--- src/rtl/tnet_tx_queue.sv ---
// rtl/tnet_tx_queue.sv - tnet transmit packet queue with 4-phase req/ack handshake
//
// Ports:
//   clk_i, rst_ni             block clock, asynchronous active-low reset
//   pkt_valid_i/pkt_ready_o   enqueue handshake (ready == !full)
//   pkt_op_i/pkt_sync_i/pkt_dst_i/pkt_dt_i, ID
//                             packet fields; ID is the own node ID (source field)
//   tx_req_o/tx_dt_o/tx_ack_i 4-phase handshake to the link controller (ack async)
//   err_clr_i/tx_err_o        sticky ack-timeout flag and its clear
//   fifo_cnt_o/sent_cnt_o     packets queued / packets acknowledged
module tnet_tx_queue #(
    parameter int DEPTH       = 8,
    parameter int TIMEOUT     = 1024,
    parameter int SYNC_STAGES = 2
) (
    input  logic                   clk_i,
    input  logic                   rst_ni,
    input  logic                   pkt_valid_i,
    output logic                   pkt_ready_o,
    input  logic [7:0]             pkt_op_i,
    input  logic                   pkt_sync_i,
    input  logic [8:0]             pkt_dst_i,
    input  logic [95:0]            pkt_dt_i,
    input  logic [7:0]             ID,
    output logic                   tx_req_o,
    output logic [127:0]           tx_dt_o,
    input  logic                   tx_ack_i,
    input  logic                   err_clr_i,
    output logic                   tx_err_o,
    output logic [$clog2(DEPTH):0] fifo_cnt_o,
    output logic [15:0]            sent_cnt_o
);
    localparam int AW = $clog2(DEPTH);
    localparam int CW = AW + 1;
    localparam int TW = $clog2(TIMEOUT);
    localparam logic [TW-1:0] TO_LAST  = TW'(TIMEOUT - 1);
    localparam logic [CW-1:0] FULL_CNT = CW'(DEPTH);

    typedef enum logic [1:0] {
        S_IDLE,
        S_LOAD,
        S_REQ,
        S_WAIT_NACK
    } state_e;

    // Queue storage and bookkeeping
    logic [127:0]           mem_q [DEPTH];
    logic [AW-1:0]          wr_ptr_q, wr_ptr_d;
    logic [AW-1:0]          rd_ptr_q, rd_ptr_d;
    logic [CW-1:0]          cnt_q, cnt_d;
    logic                   avail_q, avail_d;
    logic                   push, pop;
    logic [127:0]           wr_word;

    // Handshake side
    logic [SYNC_STAGES-1:0] ack_sync_q, ack_sync_d;
    logic                   ack_s;
    state_e                 state_q, state_d;
    logic [TW-1:0]          to_cnt_q, to_cnt_d;
    logic                   req_q, req_d;
    logic [127:0]           dt_q, dt_d;
    logic                   err_q, err_d;
    logic [15:0]            sent_q, sent_d;
    logic                   load_dt, req_set, acked, abort;

    assign pkt_ready_o = (cnt_q != FULL_CNT);
    assign push        = pkt_valid_i & pkt_ready_o;
    assign wr_word     = {pkt_op_i, pkt_sync_i, 5'b00000, pkt_dst_i, 1'b0, ID, pkt_dt_i};
    assign ack_s       = ack_sync_q[SYNC_STAGES-1];
    assign pop         = acked | abort;

    always_comb begin
        wr_ptr_d = wr_ptr_q;
        rd_ptr_d = rd_ptr_q;
        cnt_d    = cnt_q;
        if (push) begin
            wr_ptr_d = wr_ptr_q + AW'(1);
        end
        if (pop) begin
            rd_ptr_d = rd_ptr_q + AW'(1);
        end
        case ({push, pop})
            2'b10:   cnt_d = cnt_q + CW'(1);
            2'b01:   cnt_d = cnt_q - CW'(1);
            default: cnt_d = cnt_q;
        endcase
        // Registered non-empty flag: adds the cycle between enqueue and the
        // head load, and is always settled by the time WAIT_nACK returns to IDLE.
        avail_d = (cnt_q != '0);
    end

    always_ff @(posedge clk_i) begin
        if (push) begin
            mem_q[wr_ptr_q] <= wr_word;
        end
    end

    always_comb begin
        ack_sync_d = {ack_sync_q[SYNC_STAGES-2:0], tx_ack_i};
    end

    // FSM next state
    always_comb begin
        state_d = state_q;
        case (state_q)
            S_IDLE:      if (avail_q) state_d = S_LOAD;
            S_LOAD:      state_d = S_REQ;
            S_REQ:       if (ack_s || (to_cnt_q == TO_LAST)) state_d = S_WAIT_NACK;
            S_WAIT_NACK: if (!ack_s) state_d = S_IDLE;
            default:     state_d = S_IDLE;
        endcase
    end

    // FSM outputs; ack is only looked at in REQ/WAIT_nACK, so a spurious
    // ack in IDLE or LOAD has no effect.
    always_comb begin
        load_dt = 1'b0;
        req_set = 1'b0;
        acked   = 1'b0;
        abort   = 1'b0;
        case (state_q)
            S_IDLE: load_dt = avail_q;
            S_LOAD: req_set = 1'b1;
            S_REQ: begin
                acked = ack_s;
                abort = !ack_s && (to_cnt_q == TO_LAST);
            end
            default: ;
        endcase
    end

    always_comb begin
        dt_d     = load_dt ? mem_q[rd_ptr_q] : dt_q;
        req_d    = req_q;
        to_cnt_d = to_cnt_q;
        sent_d   = sent_q;
        err_d    = err_q;
        if (req_set) begin
            req_d    = 1'b1;
            to_cnt_d = '0;
        end else if ((state_q == S_REQ) && !pop) begin
            to_cnt_d = to_cnt_q + TW'(1);
        end
        if (pop) begin
            req_d = 1'b0;
        end
        if (acked) begin
            sent_d = sent_q + 16'd1;
        end
        // An abort in the same cycle as a clear must leave the flag set.
        if (err_clr_i) begin
            err_d = 1'b0;
        end
        if (abort) begin
            err_d = 1'b1;
        end
    end

    always_ff @(posedge clk_i or negedge rst_ni) begin
        if (!rst_ni) begin
            wr_ptr_q   <= '0;
            rd_ptr_q   <= '0;
            cnt_q      <= '0;
            avail_q    <= 1'b0;
            ack_sync_q <= '0;
            state_q    <= S_IDLE;
            to_cnt_q   <= '0;
            req_q      <= 1'b0;
            dt_q       <= '0;
            err_q      <= 1'b0;
            sent_q     <= '0;
        end else begin
            wr_ptr_q   <= wr_ptr_d;
            rd_ptr_q   <= rd_ptr_d;
            cnt_q      <= cnt_d;
            avail_q    <= avail_d;
            ack_sync_q <= ack_sync_d;
            state_q    <= state_d;
            to_cnt_q   <= to_cnt_d;
            req_q      <= req_d;
            dt_q       <= dt_d;
            err_q      <= err_d;
            sent_q     <= sent_d;
        end
    end

    assign tx_req_o   = req_q;
    assign tx_dt_o    = dt_q;
    assign tx_err_o   = err_q;
    assign fifo_cnt_o = cnt_q;
    assign sent_cnt_o = sent_q;

endmodule

--- config.mk ---
export PLATFORM = sky130hd
export DESIGN_NAME = tnet_tx_queue
export DESIGN_NICKNAME = d
export VERILOG_FILES = /design/src/rtl/tnet_tx_queue.sv
export SDC_FILE = /design/constraint.sdc
export NUM_CORES = 1
export LEC_CHECK = 0
export ABC_AREA = 1
export BUFFER_PORTS_ARGS = -buffer_cell sky130_fd_sc_hd__buf_2
export CORE_ASPECT_RATIO = 1.4
export CORE_UTILIZATION = 45
export DETAILED_ROUTE_END_ITERATION = 10
export PLACE_DENSITY = 0.68
export SLEW_MARGIN = 15
export SYNTH_ARGS = -nofsm -noshare
export SYNTH_HDL_FRONTEND = slang
export SYNTH_SLANG_ARGS = --single-unit
export TNS_END_PERCENT = 30
--- constraint.sdc ---
create_clock -name clk_i -period 7.92 [get_ports clk_i]
set_input_delay 1.584 -clock clk_i [delete_from_list [all_inputs] [get_ports clk_i]]
set_output_delay 1.584 -clock clk_i [all_outputs]
set_load 0.01 [all_outputs]
==> impl_metrics.py <==
metrics = {
    "clocking": {
        "ctsHoldBuffers": 0,
        "clk_pin_slew_ns": 0.06,
        "cts_made_buffers": 107,
        "htreeDepth": 3,
        "cts-root-buf": "clkbuf_16",
        "cts_tree": "yes",
        "post-cts-setup-buffers": 0,
        "clk_latency_ns": 0.70,
        "cts_resized": 0,
        "cts.sinks": 1141,
        "clockBufferDepth": 3,
    },
    "synth": {
        "synth_fa_ha_area_frac": 0.00338,
        "synth_top_family_by_area": "simple AND/OR/NAND/NOR gates",
        "ys.flop_type": "edfxtp_1",
        "yosysUniqueCellTypes": 30,
        "synth_cells": 3554,
        "async_flop_share": 0.145,
        "synth.avg_cell_area_um2": 12.5,
        "synth_compound_area_frac": 0.0777,
        "synth_enable_flop_cells": 976,
        "yosys.area_share.xor_xnor": 0.00276,
        "yosysSeqAreaShare": 0.753,
        "ys_ff_latch": 1141,
        "yosys_warnings": 0,
        "syn_area_mm2": 0.0444,
        "synth.mux.area_fraction": 0,
        "synth-simple-area-share": 0.135,
    },
    "critical_path": {
        "cp_slowest_cell": "buf_4",
        "crit_fanout": 35,
        "path_cells": "buf_2 -> nand2_1 -> inv_1 -> nand2_1 -> nor2_4 -> buf_4 -> buf_4",
        "reg2reg_to": "tx_dt_o[15]",
        "cp.required_ns": 8.26,
        "crit_path_start": "pkt_valid_i",
        "startpoint_type": "input port",
        "cpPeakStageDelay_ns": 0.59,
        "end_kind": "flip-flop",
        "crit_buf_inv": 4,
        "reg2regPathDepth": 8,
        "critical-path-top-delay-family": "buffers and inverters",
        "cp.arrival_ns": 3.94,
        "regToRegStartpoint": "rd_ptr_q[0]",
        "r2r_slack_ns": 4.34,
        "critPathKind": "input port to flip-flop",
    },
    "die": {
        "rows": 136,
        "dieArea_mm2": 0.100,
        "start_util": 0.453,
        "ioPinCount": 278,
        "core_area_mm2": 0.0980,
        "die_h_um": 374,
        "die_w_um": 268,
    },
    "grt": {
        "track_usage": 0.202,
        "antenna_found_initial": 22,
        "overflow": 0,
        "grt_max_degree": 217,
        "grt_pass1_vias": 26700,
        "grt_pass1_wl_um": 155000,
    },
    "worst_hold_path": {
        "hold_start": "ack_sync_q[0]",
        "holdPathStages": 0,
        "hold_end": "ack_sync_q[1]",
        "hold_class": "flip-flop to flip-flop",
    },
    "cells_and_area": {
        "drive_gt1_frac": 0.125,
        "final.fill_count": 8269,
        "finish.utilization": 0.513,
        "synthToLayoutAreaGrowth_pct": 13.2,
        "fin_nets": 3892,
    },
    "drt": {
        "route.detailed.drc": 0,
        "drt-initial-drc-count": 2080,
        "wl_per_cell_um": 19.7,
        "num_vias": 27500,
        "drt-total-wl_um": 102000,
        "dr.pass1.iters": 7,
        "postRouteAntennaNets": 0,
        "viasPerCell": 5.32,
    },
    "timing": {
        "finalMaxSlewViolations": 0,
        "worst_slew_pin_slew_ns": 1.15,
        "hold_viol": 0,
        "rsz0062_at_grt": "no",
        "finalClockSkew_ns": 0.0299,
        "setup_tns_ns": 0,
        "min_period_ns": 3.60,
        "fmax_mhz": 278,
        "max-slew-margin-rel": 0.235,
        "setup_viol": 0,
        "period_share": 0.454,
    },
    "place": {
        "gp_congestion": 0.744,
        "hpwl_um": 53000,
        "numPortBuffers": 271,
    },
    "power": {
        "p_leak_nw": 18.1,
        "power.density_mw_per_mm2": 374,
        "irDropWorstVdd_uv": 264,
    },
    "run_status": {
        "status": "finished clean",
    },
    "flow_run": {
        "cap_violations": 0,
    },
}
[layer usage]
metal	track usage	wire length, um	part of all wire	vias up
li1	-	-	-	13000
met1	0.258	42600	0.42	13600
met2	0.351	51500	0.51	716
met3	0.0320	5520	0.054	143
met4	0.0645	1910	0.019	24
met5	0	142	0.0014	-
[per-stage QoR]
stage | cells | hold slack [ns] | setup slack (ns) | area [um2] | total power, mW
finish | 5161 | 0.355 | 4.32 | 50300 | 18.8
global route | 5159 | 0.369 | 3.95 | 50300 | 19.9
CTS | 5153 | 0.357 | 4.26 | 50300 | 19.0
detailed placement | 4955 | 0.338 | 3.54 | 46800 | 13.9
global placement | 4955 | 0.346 | 3.59 | 46800 | 13.7
floorplan | 3559 | 0.331 | 0.224 | 44400 | 12.2
[final cells by class]
| type | instances | area [um2] | share of cell area |
|---|---|---|---|
| well taps | 1311 | 1640 | 0.0326 |
| multi-input cells | 2155 | 9810 | 0.195 |
| repair buffers | 307 | 1700 | 0.0338 |
| clock inverters | 39 | 395 | 0.00786 |
| diodes | 8 | 20.0 | 0.000398 |
| inverters | 41 | 174 | 0.00346 |
| clock buffers | 159 | 3100 | 0.0616 |
| flip-flops and latches | 1141 | 33400 | 0.665 |
[where the power goes]
part | leakage (nW) | total, mW | switching, mW | internal (mW)
clock network | 1.71 | 5.11 | 2.17 | 2.93
logic | 5.46 | 5.47 | 3.85 | 1.63
registers | 10.9 | 8.22 | 0.537 | 7.69
total | 18.1 | 18.8 | 6.55 | 12.2
[worst max path at each step]
stage,end,slack [ns],depth (start not counted)
final,mem_q[3][48],4.32,7
after global routing,tx_dt_o[0],3.95,8
after global placement,mem_q[3][71],3.59,7
after detailed placement,mem_q[3][71],3.54,7
after CTS,tx_dt_o[12],4.26,8
after floorplan,mem_q[0][0],0.22,3
[placed cells by master (no fill, tap or decap), types with 5 or more instances in the layout]
cell and instances:
o211ai_1 122, nor2_1 883, clkbuf_8 10, buf_2 270
dfrtp_1 162, ha_1 12, clkbuf_16 113, buf_12 5
inv_1 36, xor2_1 11, buf_4 31, bufinv_16 7
nand3_1 266, nand4_1 9, o21ai_1 126, nor2_4 8
clkinv_1 12, clkinv_2 11, edfxtp_1 976, clkbuf_1 35
conb_1 6, diode_2 8, nand2_1 320, o21ai_0 373
[Yosys cell counts (9+ instances only)]
cell | instances | area (um2)
buf_4 | 10 | 75.1
edfxtp_1 | 976 | 29300
buf_1 | 19 | 71.3
o21ai_0 | 373 | 1870
dfrtp_1 | 165 | 4130
nand3_1 | 266 | 1330
o211ai_1 | 122 | 916
clkbuf_1 | 118 | 443
xor2_1 | 11 | 96.3
nand4_1 | 9 | 56.3
o21ai_1 | 126 | 631
nand2_1 | 321 | 1200
inv_1 | 36 | 135
ha_1 | 12 | 150
buf_6 | 19 | 214
nor2_1 | 891 | 3340
buf_2 | 53 | 265
[registers in the layout, summed over array words and instances (netlist names)]
name / count
mem_q: 976
to_cnt_q: 10
tx_req_o: 1
rd_ptr_q: 3
tx_err_o: 1
wr_ptr_q: 3
state_q: 2
sent_cnt_o: 16
fifo_cnt_o: 4
ack_sync_q: 2
tx_dt_o: 122
avail_q: 1
[kinds of logic after synthesis]
group	after synthesis
other cells	1
buf+inv	263
simple gates	1496
flops	1141
xor+xnor	14
fa+ha+maj	12
compound gates	627
(Power assumes the default switching activity.)
